==> src/rtl/usb_rx_packet_check.sv <==
// usb_rx_packet_check
//
// Receive-side packet layer of the serial interface engine. Consumes the
// (control, data) byte stream from the RX bit processor, validates the PID,
// checks CRC5 on tokens and CRC16 on data packets, extracts token fields and
// forwards data-packet bytes (CRC bytes included) into the RX data FIFO.
// One status word is published per packet, flagged by a rxPktDone pulse.
//
// Ports:
//   clk, rst            system clock, synchronous active-high reset
//   RxCtrlIn            byte type: 0 SOP, 1 EOP, 2 data, 3 bit-stuff error
//   RxDataIn            byte value (valid for RxCtrlIn = 2)
//   processRxByteWEn    write strobe from the bit processor
//   processRxByteRdy    ready to accept a byte
//   fifoWEn, fifoData   write port into the RX data FIFO
//   fifoFull            RX data FIFO full
//   rxPID               PID[3:0] of the last packet
//   rxAddr, rxEndP      token address / endpoint
//   rxFrameNum          SOF frame number
//   rxStatus            {formatErr, overflow, bitStuffErr, crcErr, pidErr}
//   rxPktDone           one-cycle pulse when the packet result is valid
module usb_rx_packet_check (
    input  logic        clk,
    input  logic        rst,
    input  logic [7:0]  RxCtrlIn,
    input  logic [7:0]  RxDataIn,
    input  logic        processRxByteWEn,
    output logic        processRxByteRdy,
    output logic        fifoWEn,
    output logic [7:0]  fifoData,
    input  logic        fifoFull,
    output logic [3:0]  rxPID,
    output logic [6:0]  rxAddr,
    output logic [3:0]  rxEndP,
    output logic [10:0] rxFrameNum,
    output logic [4:0]  rxStatus,
    output logic        rxPktDone
);

    typedef enum logic [2:0] {
        StIdle, StPid, StTok1, StTok2, StData, StWaitEnd, StDone
    } state_e;

    localparam logic [4:0] PidErr   = 5'b00001;
    localparam logic [4:0] CrcErr   = 5'b00010;
    localparam logic [4:0] StuffErr = 5'b00100;
    localparam logic [4:0] OvfErr   = 5'b01000;
    localparam logic [4:0] FmtErr   = 5'b10000;

    // Bit-serial CRC folded over one byte, LSB first.
    function automatic logic [4:0] crc5_byte(input logic [4:0] c, input logic [7:0] d);
        logic [4:0] r;
        r = c;
        for (int i = 0; i < 8; i++) begin
            r = {r[3:0], 1'b0} ^ ((d[i] ^ r[4]) ? 5'h05 : 5'h00);
        end
        return r;
    endfunction

    function automatic logic [15:0] crc16_byte(input logic [15:0] c, input logic [7:0] d);
        logic [15:0] r;
        r = c;
        for (int i = 0; i < 8; i++) begin
            r = {r[14:0], 1'b0} ^ ((d[i] ^ r[15]) ? 16'h8005 : 16'h0000);
        end
        return r;
    endfunction

    state_e      state_q;
    logic        rdy_q, fifo_wen_q, pkt_done_q, restart_q;
    logic [7:0]  fifo_data_q, tok1_q;
    logic [3:0]  pid_q, endp_q;
    logic [6:0]  addr_q;
    logic [10:0] frame_q;
    logic [4:0]  status_q;
    logic [4:0]  crc5_q;
    logic [15:0] crc16_q;
    logic [1:0]  data_cnt_q;

    logic        accept, is_sop, is_eop, is_data, is_stuff, pid_bad;
    logic [4:0]  crc5_d, status_base;
    logic [15:0] crc16_d;

    always_comb begin
        accept   = processRxByteWEn & rdy_q;
        is_sop   = (RxCtrlIn == 8'd0);
        is_eop   = (RxCtrlIn == 8'd1);
        is_data  = (RxCtrlIn == 8'd2);
        is_stuff = (RxCtrlIn == 8'd3);
        pid_bad  = (RxDataIn[7:4] != ~RxDataIn[3:0]);
        crc5_d   = crc5_byte(crc5_q, RxDataIn);
        crc16_d  = crc16_byte(crc16_q, RxDataIn);
        // After an aborted packet the previous status stays visible through the
        // DONE pulse; the new packet accumulates from zero.
        status_base = (state_q == StPid && restart_q) ? 5'b00000 : status_q;
    end

    always_ff @(posedge clk) begin
        if (rst) begin
            state_q     <= StIdle;
            rdy_q       <= 1'b1;
            fifo_wen_q  <= 1'b0;
            fifo_data_q <= 8'h00;
            pkt_done_q  <= 1'b0;
            restart_q   <= 1'b0;
            tok1_q      <= 8'h00;
            pid_q       <= 4'h0;
            addr_q      <= 7'h00;
            endp_q      <= 4'h0;
            frame_q     <= 11'h000;
            status_q    <= 5'b00000;
            crc5_q      <= 5'h1F;
            crc16_q     <= 16'hFFFF;
            data_cnt_q  <= 2'd0;
        end else begin
            fifo_wen_q <= 1'b0;
            pkt_done_q <= 1'b0;
            rdy_q      <= ~accept;
            if (state_q == StPid && restart_q) begin
                status_q  <= 5'b00000;
                restart_q <= 1'b0;
            end
            case (state_q)
                StIdle: begin
                    if (accept && is_sop) begin
                        status_q   <= 5'b00000;
                        crc5_q     <= 5'h1F;
                        crc16_q    <= 16'hFFFF;
                        data_cnt_q <= 2'd0;
                        state_q    <= StPid;
                    end
                end
                StDone: begin
                    pkt_done_q <= 1'b1;
                    state_q    <= restart_q ? StPid : StIdle;
                end
                default: begin
                    if (accept) begin
                        if (is_sop) begin
                            status_q   <= status_base | FmtErr;
                            restart_q  <= 1'b1;
                            crc5_q     <= 5'h1F;
                            crc16_q    <= 16'hFFFF;
                            data_cnt_q <= 2'd0;
                            state_q    <= StDone;
                        end else if (is_stuff) begin
                            status_q <= status_base | StuffErr;
                            state_q  <= StDone;
                        end else if (is_eop) begin
                            state_q <= StDone;
                            case (state_q)
                                StPid, StTok1, StTok2: status_q <= status_base | FmtErr;
                                StData: begin
                                    if (data_cnt_q != 2'd2) begin
                                        status_q <= status_base | FmtErr | CrcErr;
                                    end else if (crc16_q != 16'h800D) begin
                                        status_q <= status_base | CrcErr;
                                    end
                                end
                                default: ;
                            endcase
                        end else if (is_data) begin
                            case (state_q)
                                StPid: begin
                                    pid_q    <= RxDataIn[3:0];
                                    status_q <= status_base | (pid_bad ? PidErr : 5'b00000);
                                    // A PID failing its check cannot be trusted to select a class.
                                    if (pid_bad) begin
                                        state_q <= StWaitEnd;
                                    end else begin
                                        case (RxDataIn[3:0])
                                            4'b0001, 4'b1001, 4'b1101, 4'b0101: state_q <= StTok1;
                                            4'b0011, 4'b1011:                   state_q <= StData;
                                            default:                            state_q <= StWaitEnd;
                                        endcase
                                    end
                                end
                                StTok1: begin
                                    tok1_q  <= RxDataIn;
                                    crc5_q  <= crc5_d;
                                    state_q <= StTok2;
                                end
                                StTok2: begin
                                    crc5_q <= crc5_d;
                                    if (crc5_d != 5'h0C) begin
                                        status_q <= status_base | CrcErr;
                                    end
                                    if (pid_q == 4'b0101) begin
                                        frame_q <= {RxDataIn[2:0], tok1_q};
                                    end else begin
                                        addr_q <= tok1_q[6:0];
                                        endp_q <= {RxDataIn[2:0], tok1_q[7]};
                                    end
                                    state_q <= StWaitEnd;
                                end
                                StData: begin
                                    crc16_q <= crc16_d;
                                    if (data_cnt_q != 2'd2) begin
                                        data_cnt_q <= data_cnt_q + 2'd1;
                                    end
                                    if (fifoFull) begin
                                        status_q <= status_base | OvfErr;
                                    end else begin
                                        fifo_wen_q  <= 1'b1;
                                        fifo_data_q <= RxDataIn;
                                    end
                                end
                                StWaitEnd: status_q <= status_base | FmtErr;
                                default: ;
                            endcase
                        end
                    end
                end
            endcase
        end
    end

    assign processRxByteRdy = rdy_q;
    assign fifoWEn          = fifo_wen_q;
    assign fifoData         = fifo_data_q;
    assign rxPID            = pid_q;
    assign rxAddr           = addr_q;
    assign rxEndP           = endp_q;
    assign rxFrameNum       = frame_q;
    assign rxStatus         = status_q;
    assign rxPktDone        = pkt_done_q;

endmodule

==> config.mk <==
export PLATFORM = sky130hd
export DESIGN_NAME = usb_rx_packet_check
export DESIGN_NICKNAME = d
export VERILOG_FILES = /design/src/rtl/usb_rx_packet_check.sv
export SDC_FILE = /design/constraint.sdc
export NUM_CORES = 1
export LEC_CHECK = 0
export ABC_AREA = 1
export ABC_CLOCK_PERIOD_IN_PS = 2070
export CORE_UTILIZATION = 54
export CTS_CLUSTER_DIAMETER = 150
export DETAILED_ROUTE_END_ITERATION = 10
export GPL_TIMING_DRIVEN = 0
export PLACE_DENSITY = 0.8
export SLEW_MARGIN = 0
export SYNTH_ARGS = -nofsm -noshare
export SYNTH_HDL_FRONTEND = slang
export SYNTH_SLANG_ARGS = --single-unit
==> constraint.sdc <==
create_clock -name clk -period 2.07 [get_ports clk]
set_input_delay 0.5175 -clock clk [delete_from_list [all_inputs] [get_ports clk]]
set_output_delay 0.5175 -clock clk [all_outputs]
set_load 0.05 [all_outputs]
==> flow_summary.json, run 1 <==
{
  "synth_nets": 519,
  "diodes": 0,
  "synth_top_area_share_pct": 39.1,
  "port_buffers": 56,
  "cp_slowest_cell": "clkdlybuf4s50_1",
  "ys_types": 45,
  "path_cells": "clkdlybuf4s50_1",
  "synth_area_per_cell_um2": 7.92,
  "clock-root-buffer": "clkbuf_8",
  "dp_slack_ps": -620,
  "ioPinCount": 62,
  "n_fill_cell": 544,
  "synthArstFlopShare_pct": 0,
  "synth-adder-area-share_pct": 0.317,
  "synth_seq_cells": 77,
  "hp-class": "flip-flop to flip-flop",
  "layout_common_cells": "dfxtp_1 (73), nand2_1 (58), a21oi_1 (56)",
  "die_h_um": 87.5,
  "cpPeakStageDelay_ps": 830,
  "cts-buffers-inserted": 9,
  "start_util_pct": 57.1,
  "critPathCaptureType": "primary output",
  "synth-simple-area-share_pct": 23.2,
  "grt.total_usage_pct": 30.6,
  "cp.required_ps": 1550,
  "num_rows": 30,
  "postCtsHoldBufs": 0,
  "die_area_mm2": 0.00765,
  "overflow": 0,
  "rsz0062_at_grt": "yes",
  "antenna_found_initial": 0,
  "crit_path_max_fanout": 2,
  "wirelength_mm": 11.2,
  "critPathKind": "flip-flop to primary output",
  "grt_pass1_vias": 3542,
  "synth_edf_count": 0,
  "yosysSeqAreaShare_pct": 39.1,
  "yosys_warnings": 0,
  "final.setup.worst_slack_ps": -3.01,
  "tightest_slew_ps": 767,
  "clock_latency_ps": 360,
  "final_common_cell": "dfxtp_1",
  "p_per_area_mw_per_mm2": 951,
  "drv_cap": 0,
  "drive_above_1_share_pct": 22.1,
  "netlist_top_cells_area": "dfxtp_1 (39%), a21oi_1 (7.1%), nand2_1 (5.7%)",
  "grt_pass1_wl_mm": 17.6,
  "clkSlewWorstSetupHoldPaths_ps": 80,
  "hold_depth": 2,
  "die_w_um": 87.5,
  "wire_per_inst_um": 16.3,
  "ir_drop_v": 0.000561,
  "clkSinkCount": 77,
  "drc": 0,
  "syn-instance-count": 498,
  "via_per_inst": 5.60,
  "worst-path-stages": 1,
  "hpwl_mm": 7.88,
  "hold_viol": 0,
  "cts_max_path_buffers": 2,
  "core_area_mm2": 0.00691,
  "start_kind": "flip-flop",
  "cts_tree": "yes",
  "synthMuxAreaShare_pct": 0,
  "status": "complete, but fails checks",
  "cpLargestDelayFamily": "buffers and inverters",
  "vias": 3854,
  "gp_congestion": 0.894,
  "cp_num_buf_inv": 1,
  "synth_xor_xnor_area_share_pct": 9.39,
  "synth_top_family_by_area": "simple AND/OR/NAND/NOR gates",
  "violations": "setup timing",
  "slew_headroom_pct": 48.9,
  "period_share_pct": 100,
  "final_antenna_net_count": 0,
  "fin_crit_ps": 2070,
  "p_leak_nw": 2.25,
  "r2r_cells": 12,
  "synth_area_mm2": 0.00394,
  "worstPathArrival_ps": 1560,
  "max_freq_mhz": 482,
  "setup_viol_count_final": 1,
  "synthFlopType": "dfxtp_1",
  "synth_largest_area_cell": "dfxtp_1",
  "htree_levels": 3,
  "drtIter0Drc": 300,
  "whs_ps": 468,
  "maxSlewViolCount": 0,
  "clock_skew_ps": 10.0,
  "area_growth_pct": 30.1,
  "synth-compound-area-share_pct": 19.5,
  "first_pass_iters": 5,
  "grt_max_degree": 16,
  "nNetsFinal": 608
}
-- cells by family (layout without fill, tap and decap cells) --
| group | Yosys count | count (layout) |
|---|---|---|
| AND/OR/NAND/NOR | 175 | 175 |
| AO/OA/AOI/OAI | 137 | 137 |
| flip-flops | 77 | 77 |
| buffers and inverters | 76 | 170 |
| XOR/XNOR | 32 | 32 |
| adder cells (fa/ha/maj) | 1 | 1 |
-- path summary, 6_finish.rpt --
path                              to  slack, ps                startpoint
max                      fifoData[4]         -3  fifoData[4]$_SDFFE_PP0P_
min reg2reg   rxStatus[0]$_SDFF_PP0_        470    rxStatus[0]$_SDFF_PP0_
max reg2reg  crc16_q[0]$_SDFFE_PP1P_        110   state_q[1]$_SDFFE_PP0P_
min           rxStatus[0]$_SDFF_PP0_        470    rxStatus[0]$_SDFF_PP0_
-- state kept, by name, indices dropped and copies added (netlist names), 4 cells and up --
register    cells
rxStatus        5
rxFrameNum     11
tok1_q          8
crc5_q          5
rxPID           4
rxAddr          7
rxEndP          4
crc16_q        16
fifoData        8
-- cell usage after synthesis, drive strengths merged, types with 12 or more instances --
master	n
dfxtp	77
nand2	73
a21oi	60
o21ai	56
inv	53
nor2	41
nand3	32
nor3	18
xnor2	18
xor2	14
o21a	12
-- final cells by class --
cell class | instances | area [um2] | share of cell area (%)
clock buffers | 9 | 124 | 2.41
flip-flops and latches | 77 | 1550 | 30.1
repair buffers | 78 | 738 | 14.4
inverters | 54 | 221 | 4.31
well taps | 96 | 120 | 2.34
multi-input cells | 345 | 2160 | 42.1
clock inverters | 7 | 80.1 | 1.56
plain buffers | 22 | 143 | 2.78
-- metrics by stage --
| stage | util [%] | total power, mW | area (um2) | TNS, ps | cells |
|---|---|---|---|---|---|
| 6_report | 74.3 | 4.88 | 5130 | -3.01 | 688 |
| 5_1_grt | 74.3 | 5.13 | 5130 | -109 | 688 |
| 4_1_cts | 71.9 | 4.56 | 4960 | 0 | 676 |
| 3_5_place_dp | 67.0 | 3.37 | 4620 | -30690 | 650 |
| 3_3_place_gp | 67.0 | 3.33 | 4620 | -29380 | 650 |
| 2_1_floorplan | - | 2.97 | 3940 | 0 | 498 |
-- timing repair --
| action | 4_1_cts | 5_1_grt |
|---|---|---|
| setup buffers | 9 | 12 |
| endpoints found under the hold margin | 0 | 0 |
| cloned | 1 | 0 |
| resized for setup | 32 | 33 |
| endpoints found under the setup margin | 57 | 68 |
| pin swaps | 10 | 7 |
-- where the power goes --
part / total (mW) / switching (mW) / internal (mW)
sequential: 1.67 / 0.0871 / 1.58
combinational: 2.03 / 1.29 / 0.738
clock: 1.19 / 0.616 / 0.574
-- per-layer routing --
metal | share of wire, % | vias to the layer above | track usage (%)
met1 | 44 | 1818 | 41.5
met3 | 6.1 | 27 | 3.89
li1 | - | 1832 | -
met4 | 2.4 | 0 | 12.1
met2 | 48 | 177 | 49.6
met5 | 0 | - | 0
(Power assumes the default switching activity.)
==> run 2: changes to the inputs <==
Settings changed: CAP_MARGIN set to 0, CORE_ASPECT_RATIO set to 1.2, CORE_UTILIZATION 54 to 48, PLACE_DENSITY 0.8 to 0.73.
==> run 2 against run 1 <==
  * The flow finishes with violations (DRC)
  * Fmax up 0.80%
  * Final area shrank 2.1%
  * Routed wire length fell by 6.5%
  * Total power fell by 5.4%
  * Non-clock buffer count down 10
  * Sequential cell count unchanged
  * Via count down 4.0%
  * Die area is 12% higher
  * Sequential share of layout area rose by 0.59 points
  * Cell count is 2.0% lower
  * First-iteration DRC count fell by 29%
  * Critical path type unchanged
  * Critical endpoint is now fifoData[5]
  * Highest routed layer unchanged
==> flow_summary.json, run 2 (same netlist as run 1, synthesis figures left out) <==
{
  "die_w_um": 84.7,
  "critPathKind": "flip-flop to primary output",
  "clkSinkCount": 77,
  "wire_per_inst_um": 15.5,
  "maxSlewViolCount": 0,
  "ioPinCount": 62,
  "diodes": 0,
  "core_area_mm2": 0.00784,
  "cpLargestDelayFamily": "buffers and inverters",
  "register_area_mm2": 0.00154,
  "tightest_slew_ps": 694,
  "grt.total_usage_pct": 25.2,
  "placed_cell_area_mm2": 0.00462,
  "nNetsFinal": 598,
  "drv_cap": 0,
  "hold_viol": 0,
  "hp-class": "flip-flop to flip-flop",
  "port_buffers": 56,
  "cpPeakStageDelay_ps": 810,
  "first_pass_iters": 9,
  "path_cells": "clkdlybuf4s50_1",
  "period_share_pct": 99.4,
  "max_freq_mhz": 486,
  "hpwl_mm": 7.72,
  "drc": 8,
  "p_per_area_mw_per_mm2": 920,
  "start_kind": "flip-flop",
  "drive_above_1_share_pct": 19.4,
  "grt_pass1_vias": 3486,
  "grt_pass1_wl_mm": 17.0,
  "area_growth_pct": 27.3,
  "cp.required_ps": 1550,
  "cts-buffers-inserted": 9,
  "overflow": 0,
  "status": "complete, but fails checks",
  "largest_reg_flops": 16,
  "wirelength_mm": 10.5,
  "drtIter0Drc": 212,
  "htree_levels": 3,
  "clock_skew_ps": 12.2,
  "gp_congestion": 0.939,
  "worstPathArrival_ps": 1540,
  "num_rows": 35,
  "clock-root-buffer": "clkbuf_8",
  "cp_num_buf_inv": 1,
  "antenna_found_initial": 0,
  "via_per_inst": 5.49,
  "start_util_pct": 50.3,
  "cp_slowest_cell": "clkdlybuf4s50_1",
  "vias": 3698,
  "crit_path_max_fanout": 2,
  "die_area_mm2": 0.00858,
  "clkSlewWorstSetupHoldPaths_ps": 90,
  "cts_max_path_buffers": 2,
  "multi_input_area_mm2": 0.00216,
  "cts_tree": "yes",
  "whs_ps": 465,
  "n_fill_cell": 679,
  "top_register": "crc16_q",
  "slew_headroom_pct": 53.7,
  "p_leak_nw": 2.22,
  "setup_viol_count_final": 0,
  "layout_common_cells": "dfxtp_1 (76), nand2_1 (59), a21oi_1 (56)",
  "design_area_mm2": 0.00502,
  "final_antenna_net_count": 0,
  "violations": "DRC",
  "die_h_um": 101,
  "final_common_cell": "dfxtp_1",
  "critPathCaptureType": "primary output",
  "grt_max_degree": 17,
  "fin_crit_ps": 2060,
  "clock_latency_ps": 360,
  "p_total_mw": 4.62,
  "ir_drop_v": 0.000535
}
run 2: cell types whose count changed in the layout (fill, tap and decap cells not counted), moves of 2 or more:
cell	previous run	this run
clkdlybuf4s50_1	34	32
nor2_1	30	32
nand2_2	13	11
dlymetal6s2s_1	9	11
buf_2	6	3
dfxtp_1	73	76
dfxtp_2	4	1
buf_4	21	13
clkbuf_4	0	3
run 2: layout make-up:
| cell class | count | share of cell area, % |
|---|---|---|
| multi-input cells | 345 | 42.9 |
| flip-flops and latches | 77 | 30.7 |
| repair buffers | 68 | 13.1 |
| inverters | 54 | 4.36 |
| plain buffers | 22 | 2.84 |
| clock buffers | 9 | 2.47 |
| well taps | 92 | 2.29 |
| clock inverters | 7 | 1.32 |
run 2: per-stage QoR:
stage               util, %  setup slack [ps]  std cells  setup TNS, ps
finish                 64.1              13.4        674              0
CTS                    63.0              2.79        673              0
detailed placement     58.9              -608        646         -28920
global route           64.1             -10.2        674          -10.2
global placement       58.9              -609        646         -27170
floorplan                 -               119        498              0
run 2: what timing repair did:
| item | CTS | global route |
|---|---|---|
| setup buffers | 10 | 1 |
| gates resized for setup | 30 | 31 |
| gates cloned | 1 | 0 |
| setup endpoints to repair | 42 | 67 |
| hold buffers | 0 | 0 |
| pin swaps | 9 | 2 |
run 2: path summary, 6_finish.rpt:
path                                                from                          to  slack (ps)  cells after the start
worst max-delay path            fifoData[5]$_SDFFE_PP0P_                 fifoData[5]          10                      1
worst min register to register    rxStatus[0]$_SDFF_PP0_      rxStatus[0]$_SDFF_PP0_         460                      2
worst min-delay path              rxStatus[0]$_SDFF_PP0_      rxStatus[0]$_SDFF_PP0_         460                      2
worst max register to register   state_q[1]$_SDFFE_PP0P_  data_cnt_q[1]$_SDFFE_PP0P_         180                     13
run 2: metal layers:
metal	up-vias	track usage, %	routed length (um)
li1	1816	-	-
met1	1739	31.6	4560
met2	118	43.0	5120
met3	25	3.18	518
met4	0	12.6	280
met5	-	0	0
run 2: power breakdown:
part / switching, mW / total [mW] / internal (mW)
clock network: 0.626 / 1.09 / 0.459
registers: 0.0826 / 1.66 / 1.58
logic: 1.23 / 1.87 / 0.647
total: 1.94 / 4.62 / 2.68
